### src/rtl/loop_limit_pkg.sv
// rtl/loop_limit_pkg.sv - shared state encodings, mode constants and helpers for loop_limit_multi
package loop_limit_pkg;

  typedef enum logic [1:0] {
    LL_IDLE = 2'd0,
    LL_RUN  = 2'd1,
    LL_DONE = 2'd2,
    LL_FAIL = 2'd3
  } ll_state_e;

  localparam int LL_MODE_STICKY = 0;
  localparam int LL_MODE_REARM  = 1;

  // Adds a per-cycle fail-entry count to the 8-bit total, pinning at 255.
  function automatic logic [7:0] ll_sat_add(input logic [7:0] total, input logic [4:0] incr);
    logic [8:0] sum;
    sum = {1'b0, total} + {4'b0000, incr};
    return sum[8] ? 8'hFF : sum[7:0];
  endfunction

endpackage

### src/rtl/loop_limit_chan.sv
// rtl/loop_limit_chan.sv - one loop-limit channel: IDLE/RUN/DONE/FAIL FSM plus bounded iteration counter
module loop_limit_chan
  import loop_limit_pkg::*;
#(
  parameter int WIDTH = 16,
  parameter int LIMIT = 5000,
  parameter int MODE  = LL_MODE_STICKY
) (
  input  logic             clk_i,
  input  logic             reset_i,
  input  logic             start_i,
  input  logic             step_i,
  input  logic             stop_i,
  input  logic             clear_fail_i,
  output logic [WIDTH-1:0] count_o,
  output logic             busy_o,
  output logic             done_o,
  output logic             fail_o,
  output logic             fail_enter_o
);

  localparam logic [WIDTH-1:0] LIMIT_C = WIDTH'(LIMIT);

  ll_state_e        state_q, state_d;
  logic [WIDTH-1:0] count_q, count_d;
  logic             fail_enter_q, fail_enter_d;

  always_ff @(posedge clk_i) begin
    if (reset_i) begin
      state_q      <= LL_IDLE;
      count_q      <= '0;
      fail_enter_q <= 1'b0;
    end else begin
      state_q      <= state_d;
      count_q      <= count_d;
      fail_enter_q <= fail_enter_d;
    end
  end

  always_comb begin
    state_d = state_q;
    count_d = count_q;
    unique case (state_q)
      LL_IDLE: begin
        if (start_i) begin
          state_d = LL_RUN;
          count_d = '0;
        end
      end
      LL_RUN: begin
        // start shadows step/stop; an overflowing step shadows stop
        if (start_i) begin
          count_d = '0;
        end else if (step_i && (count_q == LIMIT_C)) begin
          state_d = LL_FAIL;
        end else begin
          if (step_i) count_d = count_q + 1'b1;
          if (stop_i) state_d = LL_DONE;
        end
      end
      LL_DONE: begin
        if (start_i) begin
          state_d = LL_RUN;
          count_d = '0;
        end else begin
          state_d = LL_IDLE;
        end
      end
      LL_FAIL: begin
        if (MODE == LL_MODE_REARM) state_d = LL_IDLE;
        else if (clear_fail_i)     state_d = LL_IDLE;
      end
      default: state_d = LL_IDLE;
    endcase
  end

  // Registered so the shared fail counter moves in step with fail_any
  assign fail_enter_d = (state_d == LL_FAIL) && (state_q != LL_FAIL);

  assign count_o      = count_q;
  assign busy_o       = (state_q == LL_RUN);
  assign done_o       = (state_q == LL_DONE);
  assign fail_o       = (state_q == LL_FAIL);
  assign fail_enter_o = fail_enter_q;

endmodule

### src/rtl/loop_limit_multi.sv
// rtl/loop_limit_multi.sv - CHANNELS independent loop-limit checkers with packed count bus,
// registered fail_any and a saturating fail entry counter.
module loop_limit_multi
  import loop_limit_pkg::*;
#(
  parameter int CHANNELS = 4,
  parameter int WIDTH    = 16,
  parameter int LIMIT    = 5000,
  parameter int MODE     = LL_MODE_STICKY
) (
  input  logic                      clk_i,
  input  logic                      reset_i,
  input  logic [CHANNELS-1:0]       start_i,
  input  logic [CHANNELS-1:0]       step_i,
  input  logic [CHANNELS-1:0]       stop_i,
  input  logic                      clear_fail_i,
  output logic [CHANNELS*WIDTH-1:0] current_loop_actualize_o,
  output logic [CHANNELS-1:0]       busy_o,
  output logic [CHANNELS-1:0]       done_o,
  output logic [CHANNELS-1:0]       fail_o,
  output logic                      fail_any_o,
  output logic [7:0]                fail_count_o
);

  logic [CHANNELS-1:0] fail_enter;
  logic [4:0]          n_enter;
  logic                fail_any_q, fail_any_d;
  logic [7:0]          fail_count_q, fail_count_d;

  for (genvar i = 0; i < CHANNELS; i++) begin : g_chan
    loop_limit_chan #(
      .WIDTH (WIDTH),
      .LIMIT (LIMIT),
      .MODE  (MODE)
    ) u_chan (
      .clk_i        (clk_i),
      .reset_i      (reset_i),
      .start_i      (start_i[i]),
      .step_i       (step_i[i]),
      .stop_i       (stop_i[i]),
      .clear_fail_i (clear_fail_i),
      .count_o      (current_loop_actualize_o[i*WIDTH +: WIDTH]),
      .busy_o       (busy_o[i]),
      .done_o       (done_o[i]),
      .fail_o       (fail_o[i]),
      .fail_enter_o (fail_enter[i])
    );
  end

  always_comb begin
    n_enter = '0;
    for (int i = 0; i < CHANNELS; i++) begin
      n_enter = n_enter + {4'b0000, fail_enter[i]};
    end
  end

  assign fail_any_d   = |fail_o;
  assign fail_count_d = ll_sat_add(fail_count_q, n_enter);

  always_ff @(posedge clk_i) begin
    if (reset_i) begin
      fail_any_q   <= 1'b0;
      fail_count_q <= '0;
    end else begin
      fail_any_q   <= fail_any_d;
      fail_count_q <= fail_count_d;
    end
  end

  assign fail_any_o   = fail_any_q;
  assign fail_count_o = fail_count_q;

endmodule

### config.mk
export PLATFORM = sky130hd
export DESIGN_NAME = loop_limit_multi
export DESIGN_NICKNAME = d
export VERILOG_FILES = /design/src/rtl/loop_limit_pkg.sv /design/src/rtl/loop_limit_chan.sv /design/src/rtl/loop_limit_multi.sv
export SDC_FILE = /design/constraint.sdc
export NUM_CORES = 1
export LEC_CHECK = 0
export ABC_CLOCK_PERIOD_IN_PS = 3500
export CORE_MARGIN = 1
export CORE_UTILIZATION = 53
export CTS_BUF_LIST = sky130_fd_sc_hd__clkbuf_8
export DETAILED_ROUTE_END_ITERATION = 6
export PLACE_DENSITY = 0.83
export SLEW_MARGIN = 15
export SYNTH_ARGS = -nofsm -noshare
export SYNTH_HDL_FRONTEND = slang
export SYNTH_SLANG_ARGS = --single-unit
export TNS_END_PERCENT = 1
### constraint.sdc
create_clock -name clk_i -period 3.5 [get_ports clk_i]
set_clock_uncertainty 0.1 [all_clocks]
set_input_delay 0.35 -clock clk_i [delete_from_list [all_inputs] [get_ports clk_i]]
set_output_delay 0.35 -clock clk_i [all_outputs]
set_load 0.02 [all_outputs]
### Word level (Yosys, flattened, before mapping)

Index checks and enable logic that the tools add are counted.

| storage, ports and cells | value |
|---|---|
| output and inout bits | 85 |
| flip-flop bits (word level) | 85 |
| logic and storage cells | 132 |
| input bits | 15 |

| operators by class | value |
|---|---|
| add/subtract/negate cells | 8 |
| eq/ne operators | 36 |
| reductions and logical operators | 25 |
| multiplexer cells | 49 |

Operators by type and width:

| kind | number |
|---|---|
| 2-to-1 mux 16 bit | 16 |
| case mux 16 bit (2 select lines) | 4 |
| adder 16 x 1 -> 16 bit, second input constant | 4 |
| equality test 16 x 13 -> 1 bit, second input constant | 4 |
| 2-to-1 mux 2 bit | 20 |
| case mux 2 bit (4 select lines) | 4 |
| equality test 2 bit, second input constant | 12 |
| != test 3 bit, second input constant | 8 |
| AND reduction 4 bit | 4 |
| adder 8 x 4 -> 9 bit | 1 |
| equality test 2 x 1 -> 1 bit, second input constant | 4 |
| logical AND 1 bit | 8 |
| logical NOT 2 bit | 4 |
| 2-to-1 mux 8 bit | 1 |
| != test 2 x 1 -> 1 bit, second input constant | 4 |
| != test 2 bit, second input constant | 4 |
| nonzero test 2 bit | 4 |
| OR reduction 2 bit | 4 |
| adder 3 x 1 -> 4 bit | 1 |
| 2-to-1 mux 1 bit | 4 |
| OR reduction 4 bit | 1 |
| adder 2 x 1 -> 3 bit | 1 |
| adder 1 x 1 -> 2 bit | 1 |

### Logic depth before layout (Yosys ltp)

Gate-level depths: netlist (run 1).

| logic depth | value |
|---|---|
| depth after elaboration | 7 |
| mapped depth | 9 |
| mapped depth without buffers | 9 |

### By module

Synthesis (run 1) repeated with hierarchy kept, for this count alone.

| unflattened totals | value |
|---|---|
| cells, all modules | 590 |
| area, all modules | 5078.6 um^2 |

By module, submodules not included:

| module | area an instance (um^2) | times used | seq. area each (um^2) | cells an instance |
|---|---|---|---|---|
| loop_limit_chan | 1152.4 | 4 | 380.4 | 136 |
| loop_limit_multi | 469.2 | 1 | 180.2 | 46 |

### Least setup slack after synthesis (run 1)

No wires, ideal clock.

| timing | value |
|---|---|
| path type | flip-flop to flip-flop |
| from | reg fail_count_q[0], in the netlist fail_count_o[0] |
| to | reg fail_count_q[1], in the netlist fail_count_o[1] |
| setup slack | 1.001 ns |
| required time | 3.330 ns |
| stages on the path, launching flop included | 10 |
| buffers on the path | 0 |
| library setup time | 0.070 ns |
| data arrival time | 2.329 ns |
| period minus slack after synthesis | 2.499 ns |
| cell sequence | dfxtp_1 -> fa_1 -> inv_1 -> fa_1 -> inv_1 -> fa_1 -> and3_1 -> nand2_1 -> or2_2 -> a21oi_1 |

| between the ends | value |
|---|---|
| longest elaborated chain between the ends | 2 |

Ends and longest elaborated chain:

| item | RTL line | RTL |
|---|---|---|
| from (decl) | loop_limit_multi.sv:28 | `logic [7:0] fail_count_q, fail_count_d;` |
| from (signal assigned) | loop_limit_multi.sv:66 | `fail_count_q <= fail_count_d;` |
| adder 8 x 4 -> 9 bit | loop_limit_pkg.sv:17 | `sum = {1'b0, total} + {4'b0000, incr};` |
| 2-to-1 mux 8 bit | loop_limit_pkg.sv:18 | `return sum[8] ? 8'hFF : sum[7:0];` |

No other way between the ends.
A chain may end at the register's enable or synchronous reset.

### Final worst setup path (run 1)

| timing | value |
|---|---|
| from | reg g_chan[1].u_chan.count_q[0] |
| to | reg g_chan[1].u_chan.count_q[5] |

| between the ends | value |
|---|---|
| longest elaborated chain between the ends | 5 |
| elaborated cells on any way between the ends | 9 |
| classes of those cells | 1 x add/sub; 2 x eq/ne; 4 x mux; 2 x reduce/logical |

Ends and longest elaborated chain:

| item | RTL line | RTL |
|---|---|---|
| from (decl) | loop_limit_chan.sv:25 | `logic [WIDTH-1:0] count_q, count_d;` |
| from (signal assigned) | loop_limit_chan.sv:35 | `count_q <= count_d;` |
| adder 16 x 1 -> 16 bit | loop_limit_chan.sv:57 | `if (step_i) count_d = count_q + 1'b1;` |
| 2-to-1 mux 16 bit | loop_limit_chan.sv:57 |  |
| 2-to-1 mux 16 bit | loop_limit_chan.sv:54 | `end else if (step_i && (count_q == LIMIT_C)) begin` |
| 2-to-1 mux 16 bit | loop_limit_chan.sv:52 | `if (start_i) begin` |
| case mux 16 bit (2 select lines) | loop_limit_chan.sv:43 | `unique case (state_q)` |

Parallel ways exist; a longest one is shown, timed or not. The select of a mux whose other input is x is not followed.

==> results of run 1 <==
[power by group through the flow]
stage	combinational [mW]	clock, mW	sequential, mW
final	0.151	0.710	0.987
after floorplan	0.0945	0	1.01
after global placement	0.146	0	1.01
after CTS	0.150	0.721	0.987
after detailed placement	0.149	0	1.01
after global routing	0.164	0.760	0.989
[sequential cells by signal, summed over array words and instances (netlist names)]
register	count
fail_any_o	1
fail_count_o	8
g_chan.u_chan.count_o	64
g_chan.u_chan.fail_enter_o	4
g_chan.u_chan.state_q	8
[synthesized netlist by cell type (3+ instances only)]
library cell	n
ha_1	9
dfxtp_1	85
nand2b_1	5
nor2_1	48
and2_1	3
or4_1	3
nor3b_1	3
o31ai_1	17
a21o_1	3
nand2_1	51
nor2b_1	11
o21ai_0	64
a31oi_1	17
o211ai_1	8
inv_1	33
a21oi_1	32
nor3_1	15
nor4_1	9
nor4b_1	3
nand4_1	18
and3_1	12
or3_1	7
or2_2	3
o41ai_1	6
fa_1	3
buf_2	9
nand3_1	29
buf_4	13
clkbuf_1	11
a41oi_1	7
[worst max-delay path, delay by kind of cell (launching register included)]
kind,cells,cell delay [ps]
adders and majority gates,1,150
buffers and inverters,1,100
DFF,1,370
AOI/OAI and AO/OA,3,1120
and+or+nand+nor,2,640
[metrics by stage]
stage,hold WS [ps],std cells,utilization (%)
floorplan,351,585,-
global placement,386,758,67.1
detailed placement,394,758,67.1
CTS,405,774,69.5
global route,435,774,69.5
finish,410,774,69.5
[worst max-delay path by stage]
| stage | startpoint | cells after the start | end |
|---|---|---|---|
| final | g_chan[1].u_chan.count_o[0]$_SDFFE_PP0P_ | 7 | g_chan[1].u_chan.count_o[5]$_SDFFE_PP0P_ |
| after global routing | g_chan[1].u_chan.count_o[0]$_SDFFE_PP0P_ | 7 | g_chan[1].u_chan.count_o[12]$_SDFFE_PP0P_ |
| after CTS | g_chan[1].u_chan.count_o[0]$_SDFFE_PP0P_ | 7 | g_chan[1].u_chan.count_o[7]$_SDFFE_PP0P_ |
| after detailed placement | start_i[0] | 5 | g_chan[0].u_chan.count_o[14]$_SDFFE_PP0P_ |
| after global placement | start_i[0] | 5 | g_chan[0].u_chan.count_o[14]$_SDFFE_PP0P_ |
| after floorplan | fail_count_o[0]$_SDFF_PP0_ | 9 | fail_count_o[1]$_SDFF_PP0_ |
[area by class of cell]
type | count | share of cell area (%)
Sequential cell | 85 | 29.3
Clock buffer | 11 | 2.61
Inverter | 33 | 2.14
Clock inverter | 5 | 0.885
Tap cell | 105 | 2.27
Timing Repair Buffer | 104 | 17.7
Multi-Input combinational cell | 431 | 45.0
[routing by layer]
metal	vias up	global-route usage, %
met2	160	44.9
met4	0	7.71
met5	-	0
li1	2321	-
met3	13	5.58
met1	2241	34.9
[logic make-up (layout without fill, tap and decap cells)]
group / Yosys count / after routing
simple gates: 238 / 238
compound gates: 177 / 177
buf+inv: 69 / 153
xor+xnor: 3 / 3
flops: 85 / 85
mux: 1 / 1
fa+ha+maj: 12 / 12
==> flow_summary.toml, run 1 <==
[logic_synthesis]
netlist.area_leader.share_pct = 36.7
synthTopCellsByArea = "dfxtp_1 (37%), o21ai_0 (6.9%), nand2_1 (4.1%)"
synth_edf_count = 0
synth_top_family_by_area = "simple AND/OR/NAND/NOR gates"
synth_largest_area_cell = "dfxtp_1"
ys_seq_area_share_pct = 36.7
synth_compound_area_share_pct = 24.4
mappedNetlistNets = 612
synthMuxAreaShare_pct = 0.216
async_flop_share_pct = 0
synth_top_flop_cell = "dfxtp_1"
synth_seq_cells = 85
yosys_warnings = 0
ys_types = 71
syn_inst = 585
synth_xor_area_share_pct = 0.566
synth.avg_cell_area_um2 = 7.93
yosys.area_share.adder_pct = 3.72
netlist_area_um2 = 4640
synthSimpleGateAreaFrac_pct = 27.4

[timing]
max_freq_mhz = 387
setup_violations = 0
tightest_slew_ps = 857
finalHoldViolCount = 0
min_period_over_period_pct = 73.9
setup_ws_ps = 913
tns_ps = 0
rsz0062_at_grt = "false"
slew_headroom_pct = 42.9
period_needed_ps = 2590
slew_violations = 0

[clock_network]
post_cts_buffers = 0
cts_root_buffer = "clkbuf_8"
cts_tree = "yes"
hold_buffers = 0
cts_sinks = 85
clk_path_buf_depth = 2
cts_buffers = 9
h-tree-depth = 3
clk_latency_ps = 350
clkTransAtPathRegs_ps = 80
cts_resized = 0

[worst_setup_path]
crit_required_ps = 3640
slowest_delay_ps = 810
crit_fanout = 13
arrival_ps = 2730
endpoint_kind = "flip-flop"
reg2reg_slack_ps = 910
start_kind = "flip-flop"
r2r_end = "g_chan[1].u_chan.count_o[5]$_SDFFE_PP0P_"
r2r_cells = 7
cp_slowest_cell = "a221oi_2"
path_cells = "inv_1 -> ha_1 -> nor4bb_1 -> nand4_1 -> a221oi_2 -> o21ai_0 -> o41ai_1"
path_class = "reg -> reg"
reg2reg_from = "g_chan[1].u_chan.count_o[0]$_SDFFE_PP0P_"

[flow_run]
max_cap_violations = 0

[floorplan]
initial_core_util_pct = 55.6
core_area_um2 = 8340
die_y_um = 95.6
fp.dieW_um = 95.6
io_pins = 100
rows = 33
die_area_um2 = 9130

[layout]
final_cell_area_um2 = 5800
layout_commonest_cell = "clkdlybuf4s50_1"
area_growth_pct = 25.0
diodes = 0
multi_input_area_um2 = 2610
drive_gt1_share_pct = 5.53
fillers = 700
register_area_um2 = 1700
mostFrequentLayoutCells = "clkdlybuf4s50_1 (99), dfxtp_1 (85), o21ai_0 (64), nand2_1 (51), nor2_1 (48)"
nNetsFinal = 691

[place]
dp_slack_ps = 854
gp_congestion = 0.908
numPortBuffers = 99
hpwl_mm = 8.51
place_area_um2 = 5600

[power_and_ir_drop]
seq_power_share_pct = 53.4
combinationalPowerShare_pct = 8.2
peakVddDrop_v = 0.000230
p_total_mw = 1.85
internal_power_mw = 1.40
clockPowerShare_pct = 38.4
p_leak_nw = 2.04
p_sw_share_pct = 24.2
p_sw_mw = 0.447
powerDensity_nw_per_um2 = 319

[min_path]
min_to = "g_chan[2].u_chan.count_o[12]$_SDFFE_PP0P_"
holdCritPathClass = "reg -> reg"
hold_path_depth = 1
hp-start = "g_chan[2].u_chan.count_o[12]$_SDFFE_PP0P_"

[global_route]
antenna_found_initial = 0
grt_max_degree = 29
grtUsageTotal_pct = 26.9
gr-total-overflow = 0
grt_pass1_wl_mm = 19.7
grt_pass1_vias = 4241

[routing]
dr.pass1.iters = 4
vias = 4735
wl_per_cell_um = 15.4
drc = 0
drt_wl_total_mm = 11.9
viasPerCell = 6.12
met3_length_um = 738
wl_met2_mm = 5.66
ant_nets = 0
drtIter0Drc = 237
top_layer = "met4"
wl_met1_mm = 5.42

[status]
status = "complete, no violations"
Note: power is estimated with default switching activity, not from simulation.
==> inputs of run 2 (changes only) <==
--- a/config.mk
+++ b/config.mk
@@ -5,7 +5,7 @@
 export SDC_FILE = /design/constraint.sdc
 export NUM_CORES = 1
 export LEC_CHECK = 0
-export ABC_CLOCK_PERIOD_IN_PS = 3500
+export ABC_CLOCK_PERIOD_IN_PS = 2400
 export CORE_MARGIN = 1
 export CORE_UTILIZATION = 53
 export CTS_BUF_LIST = sky130_fd_sc_hd__clkbuf_8
==> constraint.sdc (replaced) <==
create_clock -name clk_i -period 2.4 [get_ports clk_i]
set_clock_uncertainty 0.1 [all_clocks]
set_input_delay 0.24 -clock clk_i [delete_from_list [all_inputs] [get_ports clk_i]]
set_output_delay 0.24 -clock clk_i [all_outputs]
set_load 0.02 [all_outputs]
==> run 2 against run 1 <==
Net effect:
- sequential power up 46%
- largest cell class unchanged
- utilization grew 1.8 points
- critical path depth grew 2
- sequential share of layout area down 0.72 points
- sequential cell count stayed put
- register-to-register slack worse by 880 ps
- first-iteration DRC count shrank 37%
- clock power increased by 36%
- non-clock buffer count grew 18
- power up 43%
- die area is the same
==> flow_summary.toml, run 2 (same netlist as run 1, synthesis figures left out) <==
[routing]
vias = 4810
drc = 0
drt_wl_total_mm = 12.4
drtIter0Drc = 149
dr.pass1.iters = 4
ant_nets = 0
wl_per_cell_um = 15.7
viasPerCell = 6.09

[clock_network]
cts_buffers = 9
h-tree-depth = 3
cts_tree = "yes"
clkTransAtPathRegs_ps = 90
hold_buffers = 0
clk_path_buf_depth = 2
post_cts_buffers = 0
clk_latency_ps = 350
cts_sinks = 85
cts_root_buffer = "clkbuf_8"

[place]
place_area_um2 = 5740
gp_congestion = 0.889
hpwl_mm = 8.93
numPortBuffers = 99

[global_route]
grtUsageTotal_pct = 27.5
antenna_found_initial = 0
grt_max_degree = 17
grt_pass1_wl_mm = 20.1
gr-total-overflow = 0
grt_pass1_vias = 4255

[layout]
fillers = 676
drive_gt1_share_pct = 9.34
final_cell_area_um2 = 5950
fin_util_pct = 71.3
largest_register_ffs = 64
layout_commonest_cell = "clkdlybuf4s50_1"
diodes = 0
nNetsFinal = 709
area_growth_pct = 28.2
mostFrequentLayoutCells = "clkdlybuf4s50_1 (99), dfxtp_1 (84), o21ai_0 (64), nand2_1 (51), nor2_1 (48)"

[worst_setup_path]
slowest_delay_ps = 530
cp-startpoint = "fail_count_o[0]$_SDFF_PP0_"
reg2reg_from = "fail_count_o[0]$_SDFF_PP0_"
endpoint_kind = "flip-flop"
crit_fanout = 5
crit_required_ps = 2570
path_cells = "fa_1 -> inv_1 -> fa_2 -> inv_2 -> fa_2 -> and3_4 -> nand2_1 -> or2_4 -> a21oi_1"
r2r_cells = 9
start_kind = "flip-flop"
setup.worst_path.end = "fail_count_o[0]$_SDFF_PP0_"
path_class = "reg -> reg"
cp_common_cell = "fa_2"
arrival_ps = 2540
r2r_end = "fail_count_o[0]$_SDFF_PP0_"
cp_slowest_cell = "fa_1"
reg2reg_slack_ps = 30

[floorplan]
io_pins = 100
rows = 33
initial_core_util_pct = 55.6
fp.dieW_um = 95.6
core_area_um2 = 8340
die_y_um = 95.6
die_area_um2 = 9130

[timing]
period_needed_ps = 2370
slew_violations = 0
max_freq_mhz = 422
finalHoldViolCount = 0
slew_headroom_pct = 63.1
tns_ps = 0
setup_violations = 0
min_period_over_period_pct = 98.8
timing.hold.ws_ps = 386
rsz0062_at_grt = "true"
tightest_slew_ps = 553

[power_and_ir_drop]
seq_power_share_pct = 54.5
powerDensity_nw_per_um2 = 444
p_leak_nw = 2.12
peakVddDrop_v = 0.000236
p_sw_share_pct = 24.3
internal_power_mw = 2.00
p_total_mw = 2.64
clockPowerShare_pct = 36.6
combinationalPowerShare_pct = 8.9
p_sw_mw = 0.641

[min_path]
holdCritPathClass = "in -> reg"
hold_path_depth = 2

[flow_run]
max_cap_violations = 0

[status]
status = "complete, no violations"
run 2: cell types whose count changed in the layout (fill, tap and decap cells not counted), moves of 2 or more:
cell	change
a21oi_1	-2
a21oi_2	+2
buf_4	+18
clkbuf_8	+2
fa_1	-2
fa_2	+2
inv_1	-3
run 2: worst max-delay path: cells and delay by family (launching register included):
family,cells,cell delay (ps)
AOI/OAI and AO/OA,1,140
adders and majority gates,3,1080
and+or+nand+nor,3,530
buffers and inverters,2,110
DFF,1,340
run 2: worst min path at each step:
stage | slack (ps) | endpoint | startpoint
final | 390 | g_chan[3].u_chan.state_q[0]$_SDFF_PP0_ | stop_i[3]
after floorplan | 240 | g_chan[3].u_chan.state_q[0]$_SDFF_PP0_ | stop_i[3]
after global routing | 410 | g_chan[3].u_chan.state_q[0]$_SDFF_PP0_ | stop_i[3]
after detailed placement | 400 | g_chan[2].u_chan.count_o[12]$_SDFFE_PP0P_ | g_chan[2].u_chan.count_o[12]$_SDFFE_PP0P_
after CTS | 370 | g_chan[3].u_chan.state_q[0]$_SDFF_PP0_ | stop_i[3]
after global placement | 380 | g_chan[2].u_chan.count_o[12]$_SDFFE_PP0P_ | g_chan[2].u_chan.count_o[12]$_SDFFE_PP0P_
run 2: area by class of cell:
cell class | count | area [µm²] | area share, %
repair buffers | 122 | 1160 | 19.6
inverters | 33 | 124 | 2.08
clock inverters | 1 | 5.00 | 0.0841
flip-flops and latches | 85 | 1700 | 28.6
clock buffers | 13 | 179 | 3.01
multi-input cells | 431 | 2640 | 44.4
well taps | 105 | 131 | 2.21
run 2: timing repair:
action,CTS,global route
endpoints found under the hold margin,0,0
gates resized for setup,4,3
setup endpoints to repair,5,19
pin swaps,1,3
run 2: metrics by stage:
| stage | setup slack [ps] | std cells |
|---|---|---|
| 5_1_grt | -38.5 | 790 |
| 6_report | 28.3 | 790 |
| 3_5_place_dp | -38.6 | 776 |
| 3_3_place_gp | 27.3 | 776 |
| 2_1_floorplan | 24.4 | 585 |
| 4_1_cts | 6.57 | 790 |
run 2: power by group through the flow:
stage | Clock [mW] | Combinational (mW) | Sequential (mW)
3_3_place_gp | 0 | 0.225 | 1.47
5_1_grt | 1.04 | 0.256 | 1.44
2_1_floorplan | 0 | 0.138 | 1.47
4_1_cts | 0.979 | 0.233 | 1.44
3_5_place_dp | 0 | 0.231 | 1.47
6_report | 0.966 | 0.235 | 1.44
run 2: layer usage:
metal / vias up / wire length (µm) / track usage [%]
met2: 190 / 5840 / 44.8
met1: 2258 / 5620 / 37.1
li1: 2348 / - / -
met3: 14 / 802 / 5.26
met4: 0 / 123 / 7.46
met5: - / 0 / 0
